File: src/rtl/mat_loader.sv
// rtl/mat_loader.sv - streams two row-major matrices into registers and holds them for a multiplier
// Optional i_last framing checks enabled by defining MAT_LOADER_LAST_CHECK_EN.
module mat_loader #(
  parameter int BITWIDTH = 16,
  parameter int MAT1ROWS = 3,
  parameter int MAT1COLS = 3,
  parameter int MAT2COLS = 3
) (
  input  logic                i_clk,
  input  logic                i_rst_n,
  input  logic [BITWIDTH-1:0] i_data,
  input  logic                i_valid,
  output logic                o_ready,
  input  logic                i_last,
  output logic [BITWIDTH-1:0] o_mat1 [MAT1ROWS*MAT1COLS],
  output logic [BITWIDTH-1:0] o_mat2 [MAT1COLS*MAT2COLS],
  output logic                o_valid,
  input  logic                i_ready,
  output logic                o_err
);

  localparam int N1   = MAT1ROWS * MAT1COLS;
  localparam int N2   = MAT1COLS * MAT2COLS;
  localparam int NMAX = (N1 > N2) ? N1 : N2;
  localparam int IW   = (NMAX > 1) ? $clog2(NMAX) : 1;

  typedef enum logic [1:0] {LOAD1, LOAD2, HOLD} state_t;

  state_t        state, state_next;
  logic [IW-1:0] idx, idx_next;
  logic          accept;
  logic          final_beat;

  assign o_ready    = (state != HOLD);
  assign accept     = i_valid && o_ready;
  assign final_beat = (state == LOAD2) && (idx == IW'(N2 - 1));

  always_ff @(posedge i_clk or negedge i_rst_n) begin
    if (!i_rst_n) begin
      state   <= LOAD1;
      idx     <= '0;
      o_valid <= 1'b0;
    end else begin
      state   <= state_next;
      idx     <= idx_next;
      o_valid <= (state_next == HOLD);
    end
  end

  always_comb begin
    state_next = state;
    idx_next   = idx;
    case (state)
      LOAD1: if (accept) begin
        if (idx == IW'(N1 - 1)) begin
          idx_next   = '0;
          state_next = LOAD2;
        end else begin
          idx_next = idx + 1'b1;
        end
      end
      LOAD2: if (accept) begin
        if (idx == IW'(N2 - 1)) begin
          idx_next   = '0;
          state_next = HOLD;
        end else begin
          idx_next = idx + 1'b1;
        end
      end
      HOLD: if (i_ready) begin
        idx_next   = '0;
        state_next = LOAD1;
      end
      default: begin
        idx_next   = '0;
        state_next = LOAD1;
      end
    endcase
`ifdef MAT_LOADER_LAST_CHECK_EN
    // An early i_last abandons the frame; the partially written beats stay in place.
    if (accept && i_last && !final_beat) begin
      idx_next   = '0;
      state_next = LOAD1;
    end
`endif
  end

  always_ff @(posedge i_clk or negedge i_rst_n) begin
    if (!i_rst_n) begin
      for (int k = 0; k < N1; k++) o_mat1[k] <= '0;
      for (int k = 0; k < N2; k++) o_mat2[k] <= '0;
    end else if (accept) begin
      if (state == LOAD1) o_mat1[idx] <= i_data;
      if (state == LOAD2) o_mat2[idx] <= i_data;
    end
  end

`ifdef MAT_LOADER_LAST_CHECK_EN
  // Sticky: i_last must coincide exactly with the final matrix-2 beat.
  always_ff @(posedge i_clk or negedge i_rst_n) begin
    if (!i_rst_n) begin
      o_err <= 1'b0;
    end else if (accept && (i_last != final_beat)) begin
      o_err <= 1'b1;
    end
  end
`else
  logic unused_last;
  assign unused_last = i_last;
  assign o_err       = 1'b0;
`endif

endmodule
File: config.mk
export PLATFORM = sky130hd
export DESIGN_NAME = mat_loader
export DESIGN_NICKNAME = d
export VERILOG_FILES = /design/src/rtl/mat_loader.sv
export SDC_FILE = /design/constraint.sdc
export NUM_CORES = 1
export LEC_CHECK = 0
export BUFFER_PORTS_ARGS = -buffer_cell sky130_fd_sc_hd__buf_2
export CORE_AREA = 3 3 179 137
export DETAILED_ROUTE_END_ITERATION = 16
export DIE_AREA = 0 0 182 140
export MAX_ROUTING_LAYER = met4
export PLACE_DENSITY_LB_ADDON = 0.15
export SLEW_MARGIN = 40
export SYNTH_ARGS = -nofsm -noshare
export SYNTH_HDL_FRONTEND = slang
export SYNTH_SLANG_ARGS = --single-unit
export TNS_END_PERCENT = 20
File: constraint.sdc
create_clock -name i_clk -period 4.9 [get_ports i_clk]
set_input_delay 0.735 -clock i_clk [delete_from_list [all_inputs] [get_ports i_clk]]
set_output_delay 0.735 -clock i_clk [all_outputs]
set_load 0.005 [all_outputs]
==> flow_summary.yaml, run 1 <==
run_status:
  status: "completed"
worst_setup_path:
  crit_type: "flip-flop to output pin"
  crit_required_ps: 4160
  regToRegSetupSlack_ps: 2700
  crit_path_end_kind: "output pin"
  path_max_fanout: 17
  crit_arrival_ps: 1520
  critPathLaunchType: "flip-flop"
synthesis:
  synth_xor_area_share_pct: 0.07678
  synth_nets: 714
  synth_top_family_by_area: "multiplexers"
  ys_seq_area_share_pct: 64.71
  synth_area_per_cell_um2: 16.56
  synth_top_area_cell: "dfrtp_1"
  synthFlopType: "dfrtp_1"
  synth_area_um2: 11410
  ys_warn_count: 0
  synthAdderAreaFrac_pct: 0.4387
  ys_types: 39
  synth_mux_area_share_pct: 29.09
  synth.area.top_cells: "dfrtp_1 65%, mux2_2 25%, mux2_4 2.6%"
  ys_ff_latch: 295
  ys_async_sr_fraction_pct: 100.0
  synth_top_cell_area_share_pct: 64.71
  synthSimpleGateAreaFrac_pct: 3.016
  synth_edf_count: 0
  syn_inst: 689
  synth-compound-area-share_pct: 0.4387
global_routing:
  met2_usage_pct: 34.61
  grt_first_pass_wirelength_um: 44000
  grt-ovfl-total: 0
  grtUsageTotal_pct: 22.59
  antenna_found_initial: 0
  use_met1_pct: 30.50
  grt_pass1_vias: 7238
  grt-busiest-layer: "met2"
  grt_util_met3_pct: 5.789
  grt_start_max_net_pins: 84
cts:
  cts_resized: 0
  cts_sinks: 295
  htreeDepth: 1
  clk_path_buf_depth: 3
  cts.clk_slew.worst_paths_ps: 60
  hold_buffers: 0
  cts_made_buffers: 30
  post-cts-setup-buffers: 0
  cts_tree: "built"
  clock-root-buffer: "clkbuf_16"
  clock_latency_ps: 540
detailed_routing:
  drt-wirelength-per-cell_um: 21.47
  via_per_inst: 5.252
  ant_nets: 0
  drc_errors: 0
  routed_wl_um: 28120
  firstDrtPassIters: 4
  drtIter0Drc: 329
  vias: 6880
sta:
  report.final.slew_viol_count: 0
  fin_crit_sh_pct: 46.02
  period_needed_ps: 2255
  hold_viol: 0
  fin_skew_ps: 13.58
  fin_setup_tns_ps: 0
  fmax_mhz: 443.4
  setup_slack_ps: 2645
  max-slew-margin-rel_pct: 45.62
  rsz0062_at_grt: "no"
  setup-violations-final: 0
  worstMarginPinSlew_ps: 813.7
job:
  cap_viol_max_count: 0
placed_design:
  port_buffers: 309
  place_hpwl_um: 19400
  dp_cells: 1256
  gp_congestion: 0.7545
  pre_cts_ws_ps: 2283
  place_area_um2: 13200
cells_and_area:
  fin_nets: 1013
  area_growth_pct: 24.65
  post_route_cells_drive_above_1_share_pct: 64.75
  fillCellCount: 1812
  stdcell_count: 1310
  design_area_um2: 14220
  final_cell_mix: "308 x buf_2, 295 x dfrtp_1, 250 x mux2_2"
  antenna_cells: 0
  final_common_cell: "buf_2"
die:
  start_util_pct: 49.72
  die_height_um: 140
  core_region_area_um2: 22940
  die_area_um2: 25480
  die_w_um: 182
  io_pins: 312
  rows: 48
pwr:
  power_density_nw_per_um2: 648.0
  power_mw: 9.214
  vdd_ir_drop_max_mv: 0.3223
  leakage_nw: 7.415
worst_hold_path:
  hold_class: "input pin to asynchronous set/reset pin"
[final timing paths]
check / startpoint / endpoint / cells after the start
hold / removal: i_rst_n / o_mat1[84] / 1
min in group i_clk: o_mat2[10] / o_mat2[10] / 1
hold reg to reg: o_mat2[10] / o_mat2[10] / 1
max in group asynchronous: i_rst_n / o_mat1[18] / 3
setup reg to reg: state[1] / o_mat2[116] / 3
setup / recovery: state[1] / o_ready / 2
[cell usage after synthesis (all sizes together) (2+ instances only)]
cell type,count
dfrtp,295
mux2,288
buf,28
clkbuf,17
nand2,12
nor2,6
nand3,5
nor2b,5
ha,4
nand2b,3
and3b,2
and4b,2
and4bb,2
inv,2
o21ai,2
or3b,2
[registers in the layout (all words and copies together) (netlist names)]
name	cells
idx	4
state	2
o_mat2	144
o_mat1	144
o_valid	1
[cells by family after synthesis]
family | Yosys count
and+or+nand+nor | 46
other | 1
xor gates and xnor gates | 1
muxes | 288
buffers and inverters | 47
adders and majority gates | 4
DFF | 295
AOI/OAI and AO/OA | 7
[metal layers]
layer	up-vias	share of wire [%]
met1	3587	45
met2	212	45
met3	53	6.7
met5	-	0
met4	0	2.8
li1	3028	-
[stage by stage]
step,utilization [%],hold slack [ps]
after CTS,61.92,158.7
after global placement,57.27,462.3
after detailed placement,57.52,469.1
after global routing,61.98,178.8
after floorplan,-,439.4
final,61.98,160.2
[power by group]
| part | internal (mW) | switching, mW |
|---|---|---|
| Clock | 1.38 | 0.918 |
| Combinational | 1.64 | 1.24 |
| Sequential | 3.50 | 0.538 |
| Total | 6.51 | 2.70 |
[cell type report]
class	instances	area, um2	share of cell area, %
clock buffer	45	908.4	6.389
clock inverter	9	101.3	0.7128
inverter	2	7.507	0.05280
multi-input combinational	347	3820	26.87
sequential	295	7382	51.92
tap	300	375.4	2.640
timing repair buffer	312	1624	11.42
[critical path, cell delays in order, from the launching register on]
cell and delay (ps):
dfrtp_1 700, nand2b_1 120, buf_2 160
(Power assumes the default switching activity.)
==> inputs of run 2 (changes only) <==
clock period = 2.3 ns   (was 4.9 ns; I/O delays follow)
==> flow_summary.yaml, run 2 (synthesized netlist as in run 1, its figures left out) <==
run_status:
  status: "completed"
sta:
  fin_setup_tns_ps: 0
  report.final.slew_viol_count: 0
  worstMarginPinSlew_ps: 504.0
  hold-worst-slack_ps: 119.3
  fmax_mhz: 495.2
  setup_slack_ps: 280.8
  fin_skew_ps: 16.40
  setup-violations-final: 0
  fin_crit_sh_pct: 87.79
  max-slew-margin-rel_pct: 66.40
  rsz0062_at_grt: "no"
  hold_viol: 0
  period_needed_ps: 2019
detailed_routing:
  top_layer: "met4"
  drtIter0Drc: 267
  m1WireLength_um: 12590
  firstDrtPassIters: 4
  drc_errors: 0
  vias: 7028
  via_per_inst: 5.280
  dr_wl_met2_um: 13050
  drt-wirelength-per-cell_um: 21.18
  met3_length_um: 1958
  ant_nets: 0
  routed_wl_um: 28190
global_routing:
  grtUsageTotal_pct: 22.29
  grt_start_max_net_pins: 62
  grt_first_pass_wirelength_um: 43320
  grt-ovfl-total: 0
  antenna_found_initial: 0
  grt_pass1_vias: 7217
worst_setup_path:
  crit_required_ps: 2720
  crit_type: "flip-flop to flip-flop"
  critPathLaunchType: "flip-flop"
  crit_arrival_ps: 2440
  path_max_fanout: 16
  crit_path_end_kind: "flip-flop"
cts:
  htreeDepth: 1
  post-cts-setup-buffers: 0
  cts_resized: 0
  cts_tree: "built"
  cts_made_buffers: 30
  clock_latency_ps: 540
  hold_buffers: 1
  clock-root-buffer: "clkbuf_16"
  cts_sinks: 295
  cts.clk_slew.worst_paths_ps: 60
  clk_path_buf_depth: 3
placed_design:
  gp_congestion: 0.8024
  pre_cts_ws_ps: 295.0
  place_hpwl_um: 19670
  place_area_um2: 13350
  port_buffers: 309
die:
  core_region_area_um2: 22940
  io_pins: 312
  rows: 48
  start_util_pct: 49.72
  die_area_um2: 25480
  die_height_um: 140
  die_w_um: 182
cells_and_area:
  design_area_um2: 14340
  final_common_cell: "buf_2"
  multiInputGateArea_um2: 3777
  reg_top3: "o_mat1 x144, o_mat2 x144, idx x4"
  seq_area_um2: 7382
  antenna_cells: 0
  area_growth_pct: 25.72
  final_cell_mix: "308 x buf_2, 295 x dfrtp_1, 250 x mux2_2"
  fin_nets: 1036
  post_route_cells_drive_above_1_share_pct: 64.11
  fillCellCount: 1811
pwr:
  power_density_nw_per_um2: 1365
  power_mw: 19.58
  vdd_ir_drop_max_mv: 0.6972
  leakage_nw: 7.507
worst_hold_path:
  hold_class: "input pin to flip-flop"
job:
  cap_viol_max_count: 0
==> run 2: path summary, 6_finish.rpt <==
kind	from	to	slack (ps)	depth (start not counted)
max in group asynchronous	i_rst_n	o_mat2[135]	1240	3
min reg2reg	o_mat2[142]	o_mat2[142]	480	1
min	i_ready	state[1]	120	3
min in group asynchronous	i_rst_n	o_mat1[16]	340	2
max reg2reg	idx[3]	o_mat2[112]	280	3
max	idx[3]	o_mat2[112]	280	3
==> run 2: layout make-up <==
cell class	count	share of cell area, %
flip-flops and latches	295	51.47
multi-input cells	347	26.34
repair buffers	335	12.67
clock buffers	46	6.290
well taps	300	2.617
clock inverters	6	0.5584
inverters	2	0.05235
==> run 2: through the flow <==
| step | instances | utilization [%] |
|---|---|---|
| floorplan | 689 | - |
| global placement | 1278 | 58.19 |
| detailed placement | 1278 | 58.19 |
| CTS | 1331 | 62.51 |
| global route | 1331 | 62.51 |
| finish | 1331 | 62.51 |
==> run 2: report_power, final <==
group | switching (mW) | internal [mW]
sequential | 1.14 | 7.46
combinational | 2.63 | 3.52
clock | 1.93 | 2.90
total | 5.70 | 13.9
==> run 2: layer usage <==
| layer | vias to the layer above | track usage (%) |
|---|---|---|
| met5 | - | - |
| li1 | 3090 | - |
| met1 | 3664 | 30.48 |
| met4 | 0 | 4.888 |
| met3 | 41 | 5.400 |
| met2 | 233 | 34.37 |
==> run 2: critical path, stage by stage (launching register included) <==
cell and delay (ps):
dfrtp_1 500, or4b_4 640, nor2_8 370, mux2_2 390
